--- src/rtl/keypad_pkg.sv ---
// Shared types and constants for the keypad value-entry front end:
// FSM states, key codes and the row/column keymap.
package keypad_pkg;

  typedef enum logic [1:0] {IDLE, CONVERT, DONE} state_t;

  localparam int DIGITS    = 4;
  localparam int VALUE_W   = 12;
  localparam int MAX_VALUE = 4095;
  localparam int ACC_W     = 14;
  localparam int KEY_W     = 5;

  // Codes 0..9 are the digits themselves; the rest sit above the BCD range.
  localparam logic [KEY_W-1:0] KEY_ENTER = 5'h0A;
  localparam logic [KEY_W-1:0] KEY_BS    = 5'h0B;
  localparam logic [KEY_W-1:0] KEY_CLR   = 5'h0C;
  localparam logic [KEY_W-1:0] KEY_D     = 5'h0D;
  localparam logic [KEY_W-1:0] KEY_STAR  = 5'h10;
  localparam logic [KEY_W-1:0] KEY_HASH  = 5'h11;
  localparam logic [KEY_W-1:0] KEY_NONE  = 5'h1F;

  function automatic logic [KEY_W-1:0] key_map(input logic [1:0] r, input logic [1:0] c);
    logic [KEY_W-1:0] code;
    case ({r, c})
      4'h0:    code = 5'd1;
      4'h1:    code = 5'd2;
      4'h2:    code = 5'd3;
      4'h3:    code = KEY_ENTER;
      4'h4:    code = 5'd4;
      4'h5:    code = 5'd5;
      4'h6:    code = 5'd6;
      4'h7:    code = KEY_BS;
      4'h8:    code = 5'd7;
      4'h9:    code = 5'd8;
      4'hA:    code = 5'd9;
      4'hB:    code = KEY_CLR;
      4'hC:    code = KEY_STAR;
      4'hD:    code = 5'd0;
      4'hE:    code = KEY_HASH;
      default: code = KEY_D;
    endcase
    return code;
  endfunction

endpackage

--- src/rtl/keypad_scanner.sv ---
// Column driver, row synchronizer, per-sweep key decode and press/release
// debounce. Emits one key_event pulse per accepted press.
module keypad_scanner
  import keypad_pkg::*;
#(
  parameter int SCAN_DIV = 1000,
  parameter int DEB_CNT  = 4
) (
  input  logic             clk,
  input  logic             reset,
  input  logic [3:0]       row,
  output logic [3:0]       col,
  output logic             key_event,
  output logic [KEY_W-1:0] key_code
);

  localparam int DIV_W = (SCAN_DIV > 1) ? $clog2(SCAN_DIV) : 1;
  localparam int DEB_W = $clog2(DEB_CNT + 1);

  logic [DIV_W-1:0] div_q, div_d;
  logic [1:0]       cidx_q, cidx_d;
  logic [3:0]       col_q, col_d;
  logic [3:0]       sync1_q, sync2_q;
  logic [1:0]       hits_q, hits_d;
  logic [KEY_W-1:0] hit_code_q, hit_code_d;
  logic             armed_q, armed_d;
  logic [KEY_W-1:0] deb_code_q, deb_code_d;
  logic [DEB_W-1:0] deb_cnt_q, deb_cnt_d;
  logic             event_q, event_d;
  logic [KEY_W-1:0] code_q, code_d;

  logic             slot_end;
  logic [1:0]       hits_n;
  logic [KEY_W-1:0] hit_code_n;
  logic [KEY_W-1:0] sweep_res;
  logic [DEB_W-1:0] run_n;

  always_comb begin
    div_d      = div_q;
    cidx_d     = cidx_q;
    hits_d     = hits_q;
    hit_code_d = hit_code_q;
    armed_d    = armed_q;
    deb_code_d = deb_code_q;
    deb_cnt_d  = deb_cnt_q;
    event_d    = 1'b0;
    code_d     = code_q;
    hits_n     = hits_q;
    hit_code_n = hit_code_q;
    sweep_res  = KEY_NONE;
    run_n      = '0;
    slot_end   = (div_q == DIV_W'(SCAN_DIV - 1));

    if (slot_end) begin
      div_d  = '0;
      cidx_d = cidx_q + 2'd1;
      // Tally pressed rows seen in this slot; hits saturates at 2 (= several keys).
      for (int r = 0; r < 4; r++) begin
        if (!sync2_q[r]) begin
          if (hits_n == 2'd0) begin
            hits_n     = 2'd1;
            hit_code_n = key_map(2'(r), cidx_q);
          end else begin
            hits_n = 2'd2;
          end
        end
      end
      if (cidx_q == 2'd3) begin
        sweep_res  = (hits_n == 2'd1) ? hit_code_n : KEY_NONE;
        hits_d     = 2'd0;
        hit_code_d = KEY_NONE;
        if (armed_q) begin
          if (sweep_res == KEY_NONE) begin
            deb_cnt_d  = '0;
            deb_code_d = KEY_NONE;
          end else begin
            run_n      = (sweep_res == deb_code_q) ? deb_cnt_q + DEB_W'(1) : DEB_W'(1);
            deb_code_d = sweep_res;
            deb_cnt_d  = run_n;
            if (int'(run_n) >= DEB_CNT) begin
              event_d    = 1'b1;
              code_d     = sweep_res;
              armed_d    = 1'b0;
              deb_cnt_d  = '0;
              deb_code_d = KEY_NONE;
            end
          end
        end else begin
          run_n     = (sweep_res == KEY_NONE) ? deb_cnt_q + DEB_W'(1) : '0;
          deb_cnt_d = run_n;
          if (int'(run_n) >= DEB_CNT) begin
            armed_d   = 1'b1;
            deb_cnt_d = '0;
          end
        end
      end else begin
        hits_d     = hits_n;
        hit_code_d = hit_code_n;
      end
    end else begin
      div_d = div_q + DIV_W'(1);
    end

    col_d = ~(4'b0001 << cidx_d);
  end

  always_ff @(posedge clk or posedge reset) begin
    if (reset) begin
      div_q      <= '0;
      cidx_q     <= 2'd0;
      col_q      <= 4'b1110;
      sync1_q    <= 4'hF;
      sync2_q    <= 4'hF;
      hits_q     <= 2'd0;
      hit_code_q <= KEY_NONE;
      armed_q    <= 1'b1;
      deb_code_q <= KEY_NONE;
      deb_cnt_q  <= '0;
      event_q    <= 1'b0;
      code_q     <= KEY_NONE;
    end else begin
      div_q      <= div_d;
      cidx_q     <= cidx_d;
      col_q      <= col_d;
      sync1_q    <= row;
      sync2_q    <= sync1_q;
      hits_q     <= hits_d;
      hit_code_q <= hit_code_d;
      armed_q    <= armed_d;
      deb_code_q <= deb_code_d;
      deb_cnt_q  <= deb_cnt_d;
      event_q    <= event_d;
      code_q     <= code_d;
    end
  end

  assign col       = col_q;
  assign key_event = event_q;
  assign key_code  = code_q;

endmodule

--- src/rtl/keypad_value_entry.sv ---
// Keypad digit entry and BCD-to-binary operand conversion.
// Build option KEYPAD_SATURATE_EN clamps value to 4095 on overflow instead of wrapping.
module keypad_value_entry
  import keypad_pkg::*;
#(
  parameter int SCAN_DIV = 1000,
  parameter int DEB_CNT  = 4
) (
  input  logic               clk,
  input  logic               reset,
  input  logic [3:0]         row,
  output logic [3:0]         col,
  output logic [VALUE_W-1:0] value,
  output logic               value_valid,
  output logic               overflow,
  output logic [15:0]        bcd_live,
  output logic               busy
);

  logic             key_event;
  logic [KEY_W-1:0] key_code;

  keypad_scanner #(
    .SCAN_DIV (SCAN_DIV),
    .DEB_CNT  (DEB_CNT)
  ) u_scanner (
    .clk       (clk),
    .reset     (reset),
    .row       (row),
    .col       (col),
    .key_event (key_event),
    .key_code  (key_code)
  );

  function automatic logic [VALUE_W-1:0] sat_value(input logic [ACC_W-1:0] acc);
`ifdef KEYPAD_SATURATE_EN
    return (acc > ACC_W'(MAX_VALUE)) ? VALUE_W'(MAX_VALUE) : acc[VALUE_W-1:0];
`else
    return acc[VALUE_W-1:0];
`endif
  endfunction

  state_t             state_q, state_d;
  logic [15:0]        bcd_q, bcd_d;
  logic [2:0]         count_q, count_d;
  logic               done_q, done_d;
  logic [ACC_W-1:0]   acc_q, acc_d;
  logic [1:0]         step_q, step_d;
  logic [VALUE_W-1:0] value_q, value_d;
  logic               valid_q, valid_d;
  logic               ovf_q, ovf_d;
  logic               busy_q, busy_d;

  logic [15:0]        entry_base;
  logic [2:0]         entry_cnt;
  logic [3:0]         cur_digit;
  logic [ACC_W-1:0]   acc_next;

  always_comb begin
    state_d = state_q;
    bcd_d   = bcd_q;
    count_d = count_q;
    done_d  = done_q;
    acc_d   = acc_q;
    step_d  = step_q;
    value_d = value_q;
    valid_d = 1'b0;
    ovf_d   = ovf_q;

    // A digit after a finished conversion starts a fresh entry.
    entry_base = done_q ? 16'h0000 : bcd_q;
    entry_cnt  = done_q ? 3'd0 : count_q;
    // Step 0 reads [15:12], step 3 reads [3:0].
    cur_digit  = bcd_q[{~step_q, 2'b00} +: 4];
    acc_next   = (acc_q << 3) + (acc_q << 1) + ACC_W'(cur_digit);

    case (state_q)
      IDLE: begin
        if (key_event) begin
          if (key_code <= KEY_W'(9)) begin
            done_d  = 1'b0;
            bcd_d   = entry_base;
            count_d = entry_cnt;
            if (entry_cnt < 3'(DIGITS)) begin
              bcd_d   = {entry_base[11:0], key_code[3:0]};
              count_d = entry_cnt + 3'd1;
            end
          end else if (key_code == KEY_BS) begin
            if (count_q != 3'd0) begin
              bcd_d   = bcd_q >> 4;
              count_d = count_q - 3'd1;
            end
          end else if (key_code == KEY_CLR) begin
            bcd_d   = 16'h0000;
            count_d = 3'd0;
            ovf_d   = 1'b0;
            done_d  = 1'b0;
          end else if (key_code == KEY_ENTER) begin
            state_d = CONVERT;
            acc_d   = '0;
            step_d  = 2'd0;
          end
        end
      end
      CONVERT: begin
        acc_d  = acc_next;
        step_d = step_q + 2'd1;
        if (step_q == 2'd3) begin
          state_d = DONE;
          value_d = sat_value(acc_next);
          ovf_d   = (acc_next > ACC_W'(MAX_VALUE));
          valid_d = 1'b1;
          done_d  = 1'b1;
        end
      end
      default: state_d = IDLE;
    endcase

    busy_d = (state_d != IDLE);
  end

  always_ff @(posedge clk or posedge reset) begin
    if (reset) begin
      state_q <= IDLE;
      bcd_q   <= 16'h0000;
      count_q <= 3'd0;
      done_q  <= 1'b0;
      acc_q   <= '0;
      step_q  <= 2'd0;
      value_q <= '0;
      valid_q <= 1'b0;
      ovf_q   <= 1'b0;
      busy_q  <= 1'b0;
    end else begin
      state_q <= state_d;
      bcd_q   <= bcd_d;
      count_q <= count_d;
      done_q  <= done_d;
      acc_q   <= acc_d;
      step_q  <= step_d;
      value_q <= value_d;
      valid_q <= valid_d;
      ovf_q   <= ovf_d;
      busy_q  <= busy_d;
    end
  end

  assign value       = value_q;
  assign value_valid = valid_q;
  assign overflow    = ovf_q;
  assign bcd_live    = bcd_q;
  assign busy        = busy_q;

endmodule

--- config.mk ---
export PLATFORM = sky130hd
export DESIGN_NAME = keypad_value_entry
export DESIGN_NICKNAME = d
export VERILOG_FILES = /design/src/rtl/keypad_pkg.sv /design/src/rtl/keypad_scanner.sv /design/src/rtl/keypad_value_entry.sv
export SDC_FILE = /design/constraint.sdc
export NUM_CORES = 1
export LEC_CHECK = 0
export BUFFER_PORTS_ARGS = -buffer_cell sky130_fd_sc_hd__buf_2
export CAP_MARGIN = 20
export CORE_ASPECT_RATIO = 1.4
export CORE_UTILIZATION = 30
export CTS_CLUSTER_DIAMETER = 100
export DETAILED_ROUTE_END_ITERATION = 8
export REMOVE_ABC_BUFFERS = 1
export SETUP_SLACK_MARGIN = 0.4
export SLEW_MARGIN = 30
export SYNTH_ARGS = -nofsm -noshare
export SYNTH_HDL_FRONTEND = slang
export SYNTH_SLANG_ARGS = --single-unit
--- constraint.sdc ---
create_clock -name clk -period 3.5 [get_ports clk]
set_input_delay 0.175 -clock clk [delete_from_list [all_inputs] [get_ports clk]]
set_output_delay 0.175 -clock clk [all_outputs]
set_load 0.1 [all_outputs]
Word level (Yosys, flattened, before mapping)
Cells that the tools add are included.

Reductions and logical operators: 19. Shift operators: 2. Bitwise operators: 3. Eq/ne operators: 23. $add $sub $neg: 8. Multiplexer cells: 91. Magnitude comparators: 5.

Operators with widths (number): 2-to-1 mux 16 bit (6); 2-to-1 mux 5 bit (14); 2-to-1 mux 13 bit (5); case mux 5 bit (4 select lines) (3); 2-to-1 mux 2 bit (25); 2-to-1 mux 3 bit (12); case mux 13 bit (2 select lines) (1); 2-to-1 mux 1 bit (19); variable part select 16 x 5 -> 4 bit (1); == test 5 x 4 -> 1 bit, second input constant (3); case mux 5 bit (3 select lines) (1); AND reduction 5 bit (3); adder 14 bit (1); adder 14 x 4 -> 14 bit (1); > comparator 14 x 12 -> 1 bit, second input constant (1); logical NOT 2 bit (6); inequality test 2 bit, second input constant (6); AND reduction 6 bit (2); adder 10 x 1 -> 10 bit, second input constant (1); == test 10 bit, second input constant (1); 2-to-1 mux 10 bit (1); case mux 2 bit (2 select lines) (2); adder 3 x 1 -> 3 bit, second input constant (2); == test 2 x 1 -> 1 bit, second input constant (3); other kinds (21) (31).

Flip-flop bits (word level): 98. Word-level logic and storage cells: 174.

Longest topological paths before layout
Depth after elaboration: 26. Mapped depth: 13. Mapped depth without buffers: 12.

Hierarchy
Synthesis repeated with hierarchy kept, for this count alone.

Cells, all modules: 525. Area, all modules: 5586.6 um^2.

By module, submodules not included: keypad_value_entry (sequential area each 1301.2 um^2, cells each 271, instances 1, area each 2981.6 um^2); keypad_scanner (sequential area each 1184.9 um^2, cells each 254, instances 1, area each 2605.0 um^2).

Worst setup path before layout
Ideal clock, no wire load.

Path type: reg2reg. Start point: reg bcd_q[11], in the netlist bcd_live[11]. End point: reg ovf_q, in the netlist overflow. Arrival time: 3438 ps. Path buffers: 0. Clock period less this slack: 3566 ps. Stages on the path, launching flop included: 13. Library setup time: 127 ps. Slack: -66 ps. Cell sequence: dfrtp_1 > mux4_2 > inv_1 > fa_1 > inv_1 > fa_1 > a21o_1 > a21oi_1 > o211ai_1 > a41oi_1 > xnor2_1 > a21oi_1 > nand3_1.

Longest elaborated chain between the ends: 5.

Ends and longest elaborated chain: start, declared (line keypad_value_entry.sv:44) `logic [15:0] bcd_q, bcd_d;`; start signal, assigned (line keypad_value_entry.sv:125) `bcd_q <= 16'h0000;`; start signal, assigned (line keypad_value_entry.sv:136) `bcd_q <= bcd_d;`; variable part select 16 x 5 -> 4 bit (line keypad_value_entry.sv:74) `cur_digit = bcd_q[{~step_q, 2'b00} +: 4];`; adder 14 x 4 -> 14 bit (line keypad_value_entry.sv:75) `acc_next = (acc_q << 3) + (acc_q << 1) + ACC_W'(cur_digit);`; > comparator 14 x 12 -> 1 bit (line keypad_value_entry.sv:111) `ovf_d = (acc_next > ACC_W'(MAX_VALUE));`; 2-to-1 mux 1 bit (line keypad_value_entry.sv:108) `if (step_q == 2'd3) begin`; case mux 1 bit (2 select lines) (line keypad_value_entry.sv:77) `case (state_q)`; end signal, assigned (line keypad_value_entry.sv:143) `ovf_q <= ovf_d;`; end, declared (line keypad_value_entry.sv:51) `logic ovf_q, ovf_d;`.

No other way between the ends. The select of a mux whose other input is x is not followed. A chain may end at the register's enable or synchronous reset.

Worst setup path in the final report
Start point: reg step_q[0]. End point: reg value_q[8], in the netlist value[8].

Longest elaborated chain between the ends: 3. Elaborated cells between the ends (all ways): 5.

Ends and longest elaborated chain: start, declared (line keypad_value_entry.sv:48) `logic [1:0] step_q, step_d;`; start signal, assigned (line keypad_value_entry.sv:140) `step_q <= step_d;`; inverter 2 bit (line keypad_value_entry.sv:74); variable part select 16 x 5 -> 4 bit (line keypad_value_entry.sv:74); adder 14 x 4 -> 14 bit (line keypad_value_entry.sv:75); end signal, assigned (line keypad_value_entry.sv:141) `value_q <= value_d;`; end, declared (line keypad_value_entry.sv:49) `logic [VALUE_W-1:0] value_q, value_d;`.

Several ways; a longest one is shown, not always the timed one.

==> results.sh <==
export IMPL_period_share=0.849
export IMPL_syn_avg_cell_area_sq_um=10.6
export IMPL_finalMaxSlewViolations=0
export IMPL_htreeDepth=3
export IMPL_fin_crit_ps=2970
export IMPL_cts_tree="done"
export IMPL_std_cell_rows=58
export IMPL_power_frac_comb=0.037
export IMPL_antenna_found_initial=0
export IMPL_max_stage_delay_ps=480
export IMPL_wire_per_inst_um=14.9
export IMPL_seq_power_share=0.481
export IMPL_drive_gt1_frac=0.246
export IMPL_setup_slack_ps=528
export IMPL_syn_inst=518
export IMPL_critPathSlowestCell="mux4_2"
export IMPL_final_nets=601
export IMPL_synth_area_sq_um=5480
export IMPL_place_inst=779
export IMPL_power_leakage_nw=2.97
export IMPL_synth_flop_cell="dfrtp_1"
export IMPL_p_per_area_nw_per_um2=373
export IMPL_rsz0062_at_grt="yes"
export IMPL_avgViaCountPerCell=5.22
export IMPL_grt_use_total=0.137
export IMPL_maxCapViolations=0
export IMPL_globalRoute_totalOverflow=0
export IMPL_start_util=0.306
export IMPL_worst_pin_slew_ps=921
export IMPL_grt_pass1_vias=4252
export IMPL_die_w_um=116
export IMPL_io_buffer_count=40
export IMPL_totalWireLength_um=12000
export IMPL_clkLatencyLatePin_ps=360
export IMPL_worstPathMaxFanout=4
export IMPL_syn2layout_area_growth_pct=17.0
export IMPL_synth_edf_count=0
export IMPL_pre_cts_slack_ps=175
export IMPL_ant_nets=0
export IMPL_pwr_share_clk=0.482
export IMPL_multi_input_area_sq_um=2870
export IMPL_intPower_mw=1.87
export IMPL_ctsLongestPathBuffers=2
export IMPL_synth_seq_cells=98
export IMPL_vias=4200
export IMPL_first_iter_violations=175
export IMPL_p_switching_uw=521
export IMPL_ys_seq_area_frac=0.454
export IMPL_path_cells="buf_4 -> mux4_2 -> ha_2 -> ha_2 -> fa_2 -> a21o_1 -> a21oi_2 -> buf_4 -> o21ai_0 -> nor2_1 -> xnor2_1 -> mux2_2"
export IMPL_core_area_sq_um=17900
export IMPL_ir_drop_mv=0.215
export IMPL_setup_violations=0
export IMPL_yosysMostFrequentCell="dfrtp_1"
export IMPL_max_slew_margin=0.380
export IMPL_post_dp_hpwl_um=8680
export IMPL_hold_viol=0
export IMPL_place_congestion=0.903
export IMPL_crit_path_end_kind="register"
export IMPL_yosysUniqueCellTypes=69
export IMPL_yosys_area_top_type_share=0.324
export IMPL_nFillCells=1797
export IMPL_die_area_sq_um=18800
export IMPL_cts_root_buf="clkbuf_16"
export IMPL_die_y_um=162
export IMPL_ys_top_cells_by_area="dfrtp_1 32%, dfstp_2 13%, ha_1 7.8%"
export IMPL_grt_max_degree=83
export IMPL_crit_required_ps=3740
export IMPL_seq_area_sq_um=2490
export IMPL_status="complete, no violations"
export IMPL_ys_top_cells_by_count="71 x dfrtp_1, 42 x nand2_1, 34 x ha_1, 30 x nor2_1, 27 x dfstp_2"
export IMPL_arrival_ps=3210
export IMPL_cts_buffers=9
export IMPL_hold_ws_ps=357
export IMPL_switching_share=0.218
export IMPL_worstSetupPathType="reg2reg"
export IMPL_grt_first_pass_wirelength_um=20400
export IMPL_synthArstFlopShare=1.00
export IMPL_worst_clock_skew_ps=4.80
export IMPL_clock_sinks=98
export IMPL_drc=0
export IMPL_clkTransAtPathRegs_ps=70
export IMPL_final_cell_count_no_fill=804
export IMPL_io_pins=41
export IMPL_dr_pass1_iters=4
export IMPL_max_freq_mhz=336
export IMPL_hold_class="reg2reg"
export IMPL_yosys_area_top_type="dfrtp_1"
export IMPL_yosys_warnings=0
export IMPL_start_kind="register"
export IMPL_antenna_cells=0
==> path summary, 6_finish.rpt <==
kind	from	end	slack, ps	cells after the start
hold / removal	u_scanner.sync1_q[2]$_DFF_PP1_	u_scanner.sync2_q[2]$_DFF_PP1_	360	0
min in group asynchronous	reset	bcd_live[5]$_DFFE_PP0P_	500	3
hold reg to reg	u_scanner.sync1_q[2]$_DFF_PP1_	u_scanner.sync2_q[2]$_DFF_PP1_	360	0
setup / recovery	step_q[0]$_DFFE_PP0P_	value[8]$_DFFE_PP0P_	530	12
setup reg to reg	step_q[0]$_DFFE_PP0P_	value[8]$_DFFE_PP0P_	530	12
max in group asynchronous	reset	value[3]$_DFFE_PP0P_	2300	4
==> worst max-delay path, delay by kind of cell, from the launching register on <==
kind	cells	cell delay [ps]
and+or+nand+nor	1	140
muxes	2	750
adders and majority gates	3	780
DFF	1	410
buffers and inverters	2	260
xor gates and xnor gates	1	100
AOI/OAI and AO/OA	3	430
==> layer usage <==
layer | wire length (um) | vias up | share of wire | global-route usage
met5 | 0 | - | 0 | 0
met2 | 6350 | 79 | 0.53 | 0.249
li1 | - | 1993 | - | -
met1 | 5040 | 2106 | 0.42 | 0.151
met3 | 346 | 22 | 0.029 | 0.0287
met4 | 261 | 0 | 0.022 | 0.0554
==> state kept, by name, indices dropped and copies added (netlist names), 3 cells and up <==
register              cells
acc_q                    13
bcd_live                 16
count_q                   3
u_scanner.col             4
u_scanner.deb_cnt_q       3
u_scanner.deb_code_q      5
u_scanner.div_q          10
u_scanner.hit_code_q      5
u_scanner.key_code        5
u_scanner.sync1_q         4
u_scanner.sync2_q         4
value                    12
==> what timing repair did <==
action / in CTS / in global routing
pin swaps: 2 / 10
endpoints found under the hold margin: 49 / 0
gates resized for setup: 3 / 13
setup endpoints to repair: 11 / 13
hold buffers: 5 / 0
buffers inserted: 2 / 2
==> cell families after synthesis <==
logic type                 count (synthesis)  share of synthesized area
xor gates and xnor gates                  21                     0.0336
DFF                                       98                      0.454
buffers and inverters                     47                     0.0359
muxes                                     22                     0.0534
and+or+nand+nor                          153                      0.144
adders and majority gates                 36                     0.0850
AOI/OAI and AO/OA                        141                      0.194
==> power groups by stage <==
stage,Sequential [mW],Combinational [mW],Clock (mW)
6_report,1.15,0.0883,1.15
2_1_floorplan,1.17,0.0638,0
5_1_grt,1.15,0.0993,1.22
3_3_place_gp,1.17,0.0838,0
3_5_place_dp,1.17,0.0860,0
4_1_cts,1.15,0.0906,1.18
==> placed cells by master (no fill, tap or decap), drive strengths merged, types with 13 or more instances in the layout <==
cell,n
dfrtp,71
dfstp,27
nor3,14
inv,25
o2bb2ai,13
a21oi,17
o21ai,23
a22o,17
a22oi,14
ha,34
buf,48
nor2,30
xnor2,13
nand2,42
==> area by class of cell <==
class | instances | area share
Multi-Input combinational cell | 373 | 0.448
Sequential cell | 98 | 0.388
Inverter | 24 | 0.0148
Timing Repair Buffer | 53 | 0.0484
Clock inverter | 7 | 0.0182
Clock buffer | 9 | 0.0351
Tap cell | 240 | 0.0469
==> through the flow <==
stage	area (sq um)	utilization	power, mW	setup TNS (ps)
finish	6410	0.358	2.39	0
global route	6410	0.358	2.47	0
CTS	6330	0.353	2.42	0
detailed placement	5910	0.330	1.26	0
global placement	5910	0.330	1.25	0
floorplan	5370	-	1.23	-95.7
Power figures use the tool's default switching activity.
